[config.mk]
export PLATFORM = sky130hd
export DESIGN_NAME = command_sender
export DESIGN_NICKNAME = d
export VERILOG_FILES = /design/src/rtl/smarthouse_pkg.sv /design/src/rtl/command_rom.sv /design/src/rtl/command_sender.sv
export SDC_FILE = /design/constraint.sdc
export NUM_CORES = 1
export LEC_CHECK = 0
export ABC_AREA = 1
export CAP_MARGIN = 40
export CORE_MARGIN = 10
export CORE_UTILIZATION = 40
export CTS_CLUSTER_SIZE = 16
export DETAILED_ROUTE_END_ITERATION = 10
export GPL_ROUTABILITY_DRIVEN = 0
export PLACE_DENSITY = 0.69
export SLEW_MARGIN = 20
export SYNTH_ARGS = -nofsm -noshare
export SYNTH_HDL_FRONTEND = slang
export SYNTH_SLANG_ARGS = --single-unit
[constraint.sdc]
create_clock -name clock -period 3.04 [get_ports clock]
set_input_delay 0.608 -clock clock [delete_from_list [all_inputs] [get_ports clock]]
set_output_delay 0.608 -clock clock [all_outputs]
set_load 0.01 [all_outputs]
[src/rtl/smarthouse_pkg.sv]
// Shared smarthouse definitions: command encodings, command lengths and ASCII
// constants used by both the command sender and the character receiver.
package smarthouse_pkg;

    typedef enum logic [1:0] {
        CMD_OPENWINDOW  = 2'd0,
        CMD_CLOSEWINDOW = 2'd1,
        CMD_OPENDOOR    = 2'd2,
        CMD_CLOSEDOOR   = 2'd3
    } cmd_e;

    localparam logic [3:0] LEN_OPENWINDOW  = 4'd10;
    localparam logic [3:0] LEN_CLOSEWINDOW = 4'd11;
    localparam logic [3:0] LEN_OPENDOOR    = 4'd8;
    localparam logic [3:0] LEN_CLOSEDOOR   = 4'd9;

    localparam logic [7:0] ASCII_C = 8'h43;
    localparam logic [7:0] ASCII_D = 8'h44;
    localparam logic [7:0] ASCII_E = 8'h45;
    localparam logic [7:0] ASCII_I = 8'h49;
    localparam logic [7:0] ASCII_L = 8'h4C;
    localparam logic [7:0] ASCII_N = 8'h4E;
    localparam logic [7:0] ASCII_O = 8'h4F;
    localparam logic [7:0] ASCII_P = 8'h50;
    localparam logic [7:0] ASCII_R = 8'h52;
    localparam logic [7:0] ASCII_S = 8'h53;
    localparam logic [7:0] ASCII_W = 8'h57;

    function automatic logic [3:0] cmd_length(input cmd_e c);
        case (c)
            CMD_OPENWINDOW:  return LEN_OPENWINDOW;
            CMD_CLOSEWINDOW: return LEN_CLOSEWINDOW;
            CMD_OPENDOOR:    return LEN_OPENDOOR;
            default:         return LEN_CLOSEDOOR;
        endcase
    endfunction

endpackage

[src/rtl/command_rom.sv]
// Combinational character tables: returns the character at position index of
// the selected command; positions past the end read as 8'h00.
module command_rom
    import smarthouse_pkg::*;
(
    input  cmd_e       cmd,
    input  logic [3:0] index,
    output logic [7:0] char
);

    always_comb begin
        char = 8'h00;
        case (cmd)
            CMD_OPENWINDOW: begin
                case (index)
                    4'd0: char = ASCII_O;  4'd1: char = ASCII_P;  4'd2: char = ASCII_E;
                    4'd3: char = ASCII_N;  4'd4: char = ASCII_W;  4'd5: char = ASCII_I;
                    4'd6: char = ASCII_N;  4'd7: char = ASCII_D;  4'd8: char = ASCII_O;
                    4'd9: char = ASCII_W;
                    default: char = 8'h00;
                endcase
            end
            CMD_CLOSEWINDOW: begin
                case (index)
                    4'd0: char = ASCII_C;  4'd1: char = ASCII_L;  4'd2: char = ASCII_O;
                    4'd3: char = ASCII_S;  4'd4: char = ASCII_E;  4'd5: char = ASCII_W;
                    4'd6: char = ASCII_I;  4'd7: char = ASCII_N;  4'd8: char = ASCII_D;
                    4'd9: char = ASCII_O;  4'd10: char = ASCII_W;
                    default: char = 8'h00;
                endcase
            end
            CMD_OPENDOOR: begin
                case (index)
                    4'd0: char = ASCII_O;  4'd1: char = ASCII_P;  4'd2: char = ASCII_E;
                    4'd3: char = ASCII_N;  4'd4: char = ASCII_D;  4'd5: char = ASCII_O;
                    4'd6: char = ASCII_O;  4'd7: char = ASCII_R;
                    default: char = 8'h00;
                endcase
            end
            default: begin
                case (index)
                    4'd0: char = ASCII_C;  4'd1: char = ASCII_L;  4'd2: char = ASCII_O;
                    4'd3: char = ASCII_S;  4'd4: char = ASCII_E;  4'd5: char = ASCII_D;
                    4'd6: char = ASCII_O;  4'd7: char = ASCII_O;  4'd8: char = ASCII_R;
                    default: char = 8'h00;
                endcase
            end
        endcase
    end

endmodule

[src/rtl/command_sender.sv]
// Streams the ASCII text of a smarthouse command one character per accepted
// handshake, then pulses done; all outputs come straight from registers.
module command_sender
    import smarthouse_pkg::*;
#(
    parameter logic [7:0] IDLE_CHAR = 8'h00
) (
    input  logic       clock,
    input  logic       reset,
    input  logic       start,
    input  logic [1:0] cmd,
    input  logic       char_ready,
    output logic [7:0] char,
    output logic       char_valid,
    output logic       busy,
    output logic       done
);

    typedef enum logic [1:0] {IDLE, SEND, DONE} state_e;

    state_e     state, state_next;
    cmd_e       cmd_q, cmd_next;
    logic [3:0] index, index_next;
    logic [7:0] rom_char;
    logic [7:0] char_next;

    always_ff @(posedge clock) begin
        if (reset) begin
            state      <= IDLE;
            cmd_q      <= CMD_OPENWINDOW;
            index      <= 4'd0;
            char       <= IDLE_CHAR;
            char_valid <= 1'b0;
            busy       <= 1'b0;
            done       <= 1'b0;
        end else begin
            state      <= state_next;
            cmd_q      <= cmd_next;
            index      <= index_next;
            char       <= char_next;
            char_valid <= (state_next == SEND);
            busy       <= (state_next != IDLE);
            done       <= (state_next == DONE);
        end
    end

    always_comb begin
        state_next = state;
        cmd_next   = cmd_q;
        index_next = index;
        case (state)
            IDLE: begin
                if (start) begin
                    state_next = SEND;
                    cmd_next   = cmd_e'(cmd);
                    index_next = 4'd0;
                end
            end
            SEND: begin
                if (char_valid && char_ready) begin
                    if (index == cmd_length(cmd_q) - 4'd1)
                        state_next = DONE;
                    else
                        index_next = index + 4'd1;
                end
            end
            DONE:    state_next = IDLE;
            default: state_next = IDLE;
        endcase
    end

    // The ROM looks up the character for the next cycle so it can be registered.
    command_rom rom (
        .cmd   (cmd_next),
        .index (index_next),
        .char  (rom_char)
    );

    assign char_next = (state_next == SEND) ? rom_char : IDLE_CHAR;

endmodule

Word level (Yosys, flattened, before mapping)
Memory sizes are Yosys's and may differ from the RTL's.
Index checks and enable logic that the tools add are counted.
{"block": "word_totals", "register_bits": 19, "latchBits": 0, "ramBits": 0, "rom_bits": 328, "wordCells": 43, "memories": 4}
{"memory": "(name not given)", "depth": 16, "word_bits": 6, "read_ports": 1, "rd_ports_with_merged_regs": 0, "write_ports": 0, "line_no": "command_rom.sv:15", "source": "case (index)"}
{"memory": "(name not given)", "depth": 16, "word_bits": 6, "read_ports": 1, "rd_ports_with_merged_regs": 0, "write_ports": 0, "line_no": "command_rom.sv:24", "source": "case (index)"}
{"memory": "(name not given)", "depth": 16, "word_bits": 6, "read_ports": 1, "rd_ports_with_merged_regs": 0, "write_ports": 0, "line_no": "command_rom.sv:41", "source": "case (index)"}
{"memory": "(name not given)", "depth": 8, "word_bits": 5, "read_ports": 1, "rd_ports_with_merged_regs": 0, "write_ports": 0, "line_no": "command_rom.sv:33", "source": "case (index)"}
{"block": "classes", "add_sub_neg": 2, "n_mul": 0, "div_mod_pow": 0, "magnitude_cmp": 0, "eq_ne": 8, "shifts": 0, "mux": 15, "bitwise": 1, "reduce_logical": 6}
{"op": "8-bit case mux with 3 select lines", "count": 1}
{"op": "4-bit 2-to-1 mux", "count": 5}
{"op": "2-bit 2-to-1 mux", "count": 5}
{"op": "2-bit by 1-bit == test with 1-bit output, second input constant", "count": 4}
{"op": "8-bit 2-to-1 mux", "count": 1}
{"op": "4-bit case mux with 2 select lines", "count": 1}
{"op": "2-bit == test, second input constant", "count": 3}
{"op": "2-bit zero test", "count": 3}
{"op": "2-bit case mux with 3 select lines", "count": 1}
{"op": "4-bit by 1-bit adder with 4-bit output, second input constant", "count": 1}
{"op": "4-bit == test", "count": 1}
{"op": "2-bit case mux with 2 select lines", "count": 1}
{"op": "4-bit by 1-bit subtractor with 4-bit output, second input constant", "count": 1}
{"op": "2-bit nonzero test", "count": 1}
{"op": "2-bit OR reduction", "count": 1}
{"op": "1-bit logical AND", "count": 1}
{"op": "1-bit NOT", "count": 1}

Depth between registers and ports, before layout
Gate-level depths: netlist (run 1).
{"block": "depth", "word_depth": 12, "depth_mapped": 21, "depth_no_buf": 21}

By module
A second synthesis (run 1) with hierarchy kept.
{"block": "hier_totals", "cells_unflattened": 213, "area_unflattened_um2": 1378.8}
{"module": "command_sender", "n_inst": 1, "cells_per_inst": 107, "area_each_um2": 810.8, "seq_area_each_um2": 380.4}
{"module": "command_rom", "n_inst": 1, "cells_per_inst": 106, "area_each_um2": 568.0, "seq_area_each_um2": 0.0}

Least setup slack after synthesis (run 1)
No wires, ideal clock.
{"block": "synth_timing", "path_kind": "reg-to-reg", "from": "reg cmd_q[0]", "to": "reg char[0]", "setup_time_ns": 0.064, "arrival_time_ns": 2.335, "slack_ns": 0.641, "path_stages_with_launch": 20, "cell_sequence": "dfxtp_1 inv_1 ha_1 inv_1 nand2_1 nand2_1 nand3_4 nand2_1 nand2_1 nand2_1 nand2_1 nand2_1 inv_1 ha_1 nand3_1 a21oi_2 o21ai_0 nand2_1 nor2_1 nor2_1"}
{"block": "synth_between", "elab_chain_cells": 12}
{"item": "start, declared", "line_no": "command_sender.sv:22", "source": "cmd_e cmd_q, cmd_next;"}
{"item": "start signal, assigned", "line_no": "command_sender.sv:38", "source": "cmd_q <= cmd_next;"}
{"item": "2-bit == test, or another cell as far along", "line_no": "smarthouse_pkg.sv:30", "source": "case (c)"}
{"item": "2-bit case mux with 3 select lines (*)", "line_no": "smarthouse_pkg.sv:30"}
{"item": "4-bit 2-to-1 mux (*)", "line_no": "command_sender.sv:60", "source": "if (char_valid && char_ready) begin"}
{"item": "4-bit 2-to-1 mux (*)", "line_no": "command_sender.sv:51", "source": "case (state)"}
{"item": "4-bit by 1-bit subtractor with 4-bit output (*)", "line_no": "command_sender.sv:61", "source": "if (index == cmd_length(cmd_q) - 4'd1)"}
{"item": "4-bit == test (*)", "line_no": "command_sender.sv:61"}
{"item": "4-bit 2-to-1 mux (*)", "line_no": "command_sender.sv:61"}
{"item": "4-bit 2-to-1 mux (*)", "line_no": "command_sender.sv:60"}
{"item": "4-bit case mux with 2 select lines (*)", "line_no": "command_sender.sv:51"}
{"item": "named net index_next[1]", "line_no": "command_sender.sv:23", "source": "logic [3:0] index, index_next;"}
{"item": "memory 8 x 5 bit"}
{"item": "8-bit 2-to-1 mux", "line_no": "command_rom.sv:33"}
{"item": "8-bit case mux with 3 select lines (*)", "line_no": "command_rom.sv:13", "source": "case (cmd)"}
{"item": "end signal, assigned", "line_no": "command_sender.sv:40", "source": "char <= char_next;"}
{"item": "end, declared", "line_no": "command_sender.sv:13", "source": "output logic [7:0] char,"}
Mark *: on every way through the listed nets, which the timed path passes. The rest lies on a longest branch. The select of a mux whose other input is x is not followed.
A chain may end at the register's enable or synchronous reset.

Worst setup path after layout (run 1)
Ends and elaborated chain as after synthesis.

==> results of run 1 <==
[cell type report]
type	count	area, µm²	share of cell area [%]
clock buffers	3	22.5	1.48
clock inverters	1	5.00	0.328
inverters	33	124	8.12
multi-input cells	154	823	54.0
flip-flops and latches	17	340	22.3
well taps	44	55.1	3.61
repair buffers	16	155	10.2
[worst min-delay path by stage]
stage	startpoint	to	slack, ps	depth (start not counted)
after detailed placement	state[0]	state[1]	520	2
after floorplan	state[0]	done	470	2
after global placement	state[0]	state[1]	520	2
final	state[0]	state[1]	530	2
after CTS	state[0]	state[1]	540	2
after global routing	state[0]	state[1]	560	2
[metal layers]
layer | wire length, µm | track usage, % | share of wire [%] | up-vias
met1 | 1460 | 13.1 | 46 | 572
met3 | 114 | 2.42 | 3.6 | 8
met5 | 0 | 0 | 0 | -
met4 | 77 | 4.74 | 2.4 | 0
li1 | - | - | - | 689
met2 | 1550 | 19.6 | 48 | 24
[per-stage QoR]
| stage | hold WS (ps) | cell area (µm²) | power (mW) | worst slack [ps] |
|---|---|---|---|---|
| 6_report | 534 | 1530 | 0.508 | 514 |
| 5_1_grt | 561 | 1530 | 0.543 | 172 |
| 4_1_cts | 540 | 1530 | 0.515 | 515 |
| 3_5_place_dp | 523 | 1500 | 0.385 | 272 |
| 3_3_place_gp | 517 | 1500 | 0.385 | 284 |
| 2_1_floorplan | 475 | 1330 | 0.339 | 641 |
[flip-flops by register name (all words and copies together) (netlist names)]
register	flops
busy	1
char	6
char_valid	1
cmd_q	2
done	1
index	4
state	2
[placed cells by master, fill, tap and decap left out, types with 3 or more instances in the layout]
master	instances
nand2_1	54
inv_1	29
nand3_1	26
nor2_1	24
dfxtp_1	17
clkdlybuf4s50_1	14
ha_1	10
nand2_2	6
a21oi_1	6
nand4_1	5
o21ai_2	5
o21ai_0	5
inv_2	4
clkbuf_4	3
[critical path: stages (launching register included)]
cell and delay, ps:
dfxtp_1 350, inv_1 70, ha_1 300, inv_1 60, nand2_1 40, nand2_1 100, nand3_4 130, nand2_1 80
nand2_1 40, nand2_1 90, nand2_1 50, nand2_1 80, inv_1 100, ha_1 320, nand3_1 170, a21oi_2 190
o21ai_0 100, nand2_1 70, nor2_1 40, nor2_1 60
[power groups by stage]
stage | combinational (mW) | clock, mW | sequential (mW)
after floorplan | 0.0884 | 0 | 0.251
after global placement | 0.139 | 0 | 0.246
after detailed placement | 0.139 | 0 | 0.246
after CTS | 0.140 | 0.134 | 0.241
after global routing | 0.159 | 0.141 | 0.242
final | 0.139 | 0.128 | 0.241
[cells by family after synthesis]
logic type	after synthesis	share of synthesized area [%]
other	1	0.284
flip-flops	17	25.8
adder cells (fa/ha/maj)	10	9.47
AO/OA/AOI/OAI	18	8.71
AND/OR/NAND/NOR	124	43.6
buffers and inverters	38	12.2
==> flow_metrics.env, run 1 <==
export IMPL_cp_start_kind="register"
export IMPL_wl_um=3210
export IMPL_r2r_slack_ps=510
export IMPL_combPwrFrac_pct=27.4
export IMPL_n_fill_cell=365
export IMPL_clock_path_buffers=2
export IMPL_grt_pass1_wl_um=5670
export IMPL_syn_area_um2=1320
export IMPL_port_buffers=14
export IMPL_cts_hold_buffers_added=0
export IMPL_vias=1293
export IMPL_powerDensity_nw_per_um2=333
export IMPL_antenna_found_initial=0
export IMPL_leakagePower_nw=0.737
export IMPL_io_pins=17
export IMPL_clockRootBuffer="clkbuf_4"
export IMPL_grt_total_usage_pct=11.3
export IMPL_regToRegStartpoint="cmd_q[0]"
export IMPL_vias_per_cell=4.82
export IMPL_timing_critical_path_to="char[0]"
export IMPL_core_um2=3100
export IMPL_drc=0
export IMPL_placedCellCount=264
export IMPL_synthArstFlopShare_pct=0
export IMPL_worstSetupStartpoint="cmd_q[0]"
export IMPL_synth_edf_count=0
export IMPL_yosysTopAreaCellShare_pct=25.8
export IMPL_drive_gt1_share_pct=12.1
export IMPL_gr_total_overflow=0
export IMPL_dpl_hpwl_um=2520
export IMPL_postSynthCellCount=208
export IMPL_required_ps=3290
export IMPL_hp_class="register to register"
export IMPL_fin_crit_sh_pct=83.1
export IMPL_slew_violations=0
export IMPL_path_class="register to register"
export IMPL_ys_top_cells_by_count="nand2_1, inv_1, nand3_1"
export IMPL_fin_crit_ps=2530
export IMPL_tritoncts="yes"
export IMPL_die_area_um2=6000
export IMPL_postLayoutCoreUtil_pct=49.2
export IMPL_synthDistinctLibCells=24
export IMPL_clk_pin_slew_ps=110
export IMPL_start_util_pct=42.6
export IMPL_postRouteAntennaNets=0
export IMPL_crit_fanout=10
export IMPL_ir_worst_vdd_v=0.000141
export IMPL_power_switching_uw=167
export IMPL_yosysTopAreaCell="dfxtp_1"
export IMPL_synthTopCellsByArea="dfxtp_1, nand2_1, nand3_1"
export IMPL_avgSynthCellArea_um2=6.35
export IMPL_nets=241
export IMPL_cap_violations=0
export IMPL_grt_max_degree=15
export IMPL_fmax_mhz=396
export IMPL_die_w_um=77.5
export IMPL_yosys_register_bits=17
export IMPL_stdcell_count=268
export IMPL_drt_iter0_drc=101
export IMPL_synth_flop_cell="dfxtp_1"
export IMPL_fp_dieH_um=77.5
export IMPL_seqPwrFrac_pct=47.4
export IMPL_grt_pass1_vias=1268
export IMPL_rsz0062_at_grt="no"
export IMPL_synth_most_common_cell="nand2_1"
export IMPL_final_hold_violation_count=0
export IMPL_synth_seq_area_share_pct=25.8
export IMPL_cts_setup_buffers=0
export IMPL_wl_per_cell_um=12.0
export IMPL_dr_pass1_iters=4
export IMPL_final_setup_skew_ps=10.8
export IMPL_cts_buffers=3
export IMPL_reg2reg_to="char[0]"
export IMPL_cts_resized_gates=0
export IMPL_totalNegativeSetupSlack_ps=0
export IMPL_status="finished, final reports clean"
export IMPL_clkPwrFrac_pct=25.2
export IMPL_insertion_delay_ps=310
export IMPL_syn_to_final_growth_pct=15.4
export IMPL_setup_viol=0
export IMPL_arrival_ps=2770
export IMPL_diodes=0
export IMPL_p_int_uw=341
export IMPL_r2r_cells=19
export IMPL_htreeDepth=1
export IMPL_crit_path_end_kind="register"
export IMPL_cts_sinks=17
export IMPL_rows=20
export IMPL_yosysWarnings=0
export IMPL_p_sw_share_pct=32.9
No activity file was read; power rests on OpenSTA's default activity.
==> run 2, diff against run 1 <==
==> constraint.sdc (replaced) <==
create_clock -name clock -period 2.5 [get_ports clock]
set_input_delay 0.5 -clock clock [delete_from_list [all_inputs] [get_ports clock]]
set_output_delay 0.5 -clock clock [all_outputs]
set_load 0.01 [all_outputs]
==> run 2 against run 1 <==
Critical path depth unchanged; non-clock buffer count increased by 11; clock skew decreased by 7.4 ps; final area increased by 9.1%; largest cell class unchanged; final cell count increased by 4.1%; critical endpoint is now char[1]; maximum frequency increased by 6.4%; utilization increased by 4.5 points; global-route usage increased by 0.38 points; worst setup slack got worse by 390 ps; die area unchanged; clock-buffer cell count unchanged; sequential cell count unchanged.
==> flow_metrics.env, run 2 (synthesis results as in run 1) <==
export IMPL_die_w_um=77.5
export IMPL_cts_buffers=3
export IMPL_drc=0
export IMPL_tritoncts="yes"
export IMPL_grt_pass1_wl_um=5980
export IMPL_start_util_pct=42.6
export IMPL_cts_resized_gates=0
export IMPL_met3WireLength_um=108
export IMPL_dpl_hpwl_um=2660
export IMPL_vias=1391
export IMPL_grt_max_degree=15
export IMPL_syn_to_final_growth_pct=25.9
export IMPL_cts_hold_buffers_added=0
export IMPL_whs_ps=529
export IMPL_hp_class="register to register"
export IMPL_grt_pass1_vias=1342
export IMPL_clock_path_buffers=2
export IMPL_n_fill_cell=341
export IMPL_rows=20
export IMPL_gr_total_overflow=0
export IMPL_top_register="char"
export IMPL_status="finished, final reports clean"
export IMPL_crit_fanout=4
export IMPL_crit_path_end_kind="register"
export IMPL_drt_iter0_drc=119
export IMPL_die_area_um2=6000
export IMPL_dr_wl_met2_um=1700
export IMPL_wl_per_cell_um=12.3
export IMPL_path_class="register to register"
export IMPL_largest_reg_flops=6
export IMPL_clockRootBuffer="clkbuf_4"
export IMPL_dr_pass1_iters=6
export IMPL_wl_um=3430
export IMPL_stdcell_count=279
export IMPL_leakagePower_nw=0.800
export IMPL_antenna_found_initial=0
export IMPL_routed_top_layer="met4"
export IMPL_layout_top_registers="char: 6 flops, index: 4 flops"
export IMPL_diodes=0
export IMPL_io_pins=17
export IMPL_powerDensity_nw_per_um2=380
export IMPL_ir_worst_vdd_v=0.000161
export IMPL_fin_crit_sh_pct=94.9
export IMPL_insertion_delay_ps=300
export IMPL_final_setup_skew_ps=3.42
export IMPL_vias_per_cell=4.99
export IMPL_nets=252
export IMPL_cap_violations=0
export IMPL_htreeDepth=1
export IMPL_slew_violations=0
export IMPL_setup_viol=0
export IMPL_fin_crit_ps=2370
export IMPL_final_hold_violation_count=0
export IMPL_clk_pin_slew_ps=100
export IMPL_drt_met1_wl_um=1560
export IMPL_port_buffers=14
export IMPL_grt_total_usage_pct=11.7
export IMPL_core_um2=3100
export IMPL_arrival_ps=2610
export IMPL_cts_sinks=17
export IMPL_required_ps=2740
export IMPL_cp_start_kind="register"
export IMPL_power_total_uw=633
export IMPL_drive_gt1_share_pct=21.3
export IMPL_final_common_cell="nand2_1"
export IMPL_fmax_mhz=421
export IMPL_placedCellCount=275
export IMPL_cts_setup_buffers=0
export IMPL_most_common_layout_cells="nand2_1, inv_1, nand3_1"
export IMPL_fp_dieH_um=77.5
export IMPL_postRouteAntennaNets=0
## run 2: cell type report
cell class / count / area [µm²] / share of cell area (%)
clock buffers: 3 / 22.5 / 1.35
flip-flops and latches: 17 / 342 / 20.5
repair buffers: 27 / 254 / 15.3
well taps: 44 / 55.1 / 3.31
multi-input cells: 154 / 862 / 51.8
clock inverters: 1 / 5.00 / 0.301
inverters: 33 / 124 / 7.44
## run 2: report_power, final
group | internal [mW] | switching (mW)
sequential | 0.287 | 0.00591
clock | 0.0596 | 0.0911
combinational | 0.0810 | 0.108
## run 2: per-layer routing
metal	track usage, %	vias to the layer above
li1	-	714
met5	0	-
met1	14.2	647
met3	1.38	6
met4	4.38	0
met2	20.5	24
## run 2: final timing paths
| path | startpoint | to | slack [ps] | cells after the start |
|---|---|---|---|---|
| setup reg to reg | cmd_q[0] | char[1] | 130 | 19 |
| hold reg to reg | state[0] | done | 530 | 2 |
| hold / removal | state[0] | done | 530 | 2 |
| setup / recovery | cmd_q[0] | char[1] | 130 | 19 |
## run 2: through the flow
stage	setup TNS [ps]	instance area, µm²	worst slack, ps	utilization [%]
after floorplan	0	1330	101	-
after global placement	0	1590	21.9	51.3
after detailed placement	0	1590	45.6	51.3
after CTS	0	1620	105	52.2
after global routing	-231	1660	-63.7	53.6
final	0	1660	127	53.6
## run 2: worst max-delay path, stage by stage (launching register included)
cell     delay, ps
dfxtp_2        350
inv_1           70
ha_1           310
inv_1           60
nand2_1         60
nand2_2         90
nand3_4         90
nand2_1         60
nand2_1         60
nand2_2         90
nand2_1         50
nand2_1        110
inv_2           70
ha_4           280
nand3_2        120
a21oi_2        190
nand2_1         70
nand3_1         80
nor2_1          40
nor2_1          80
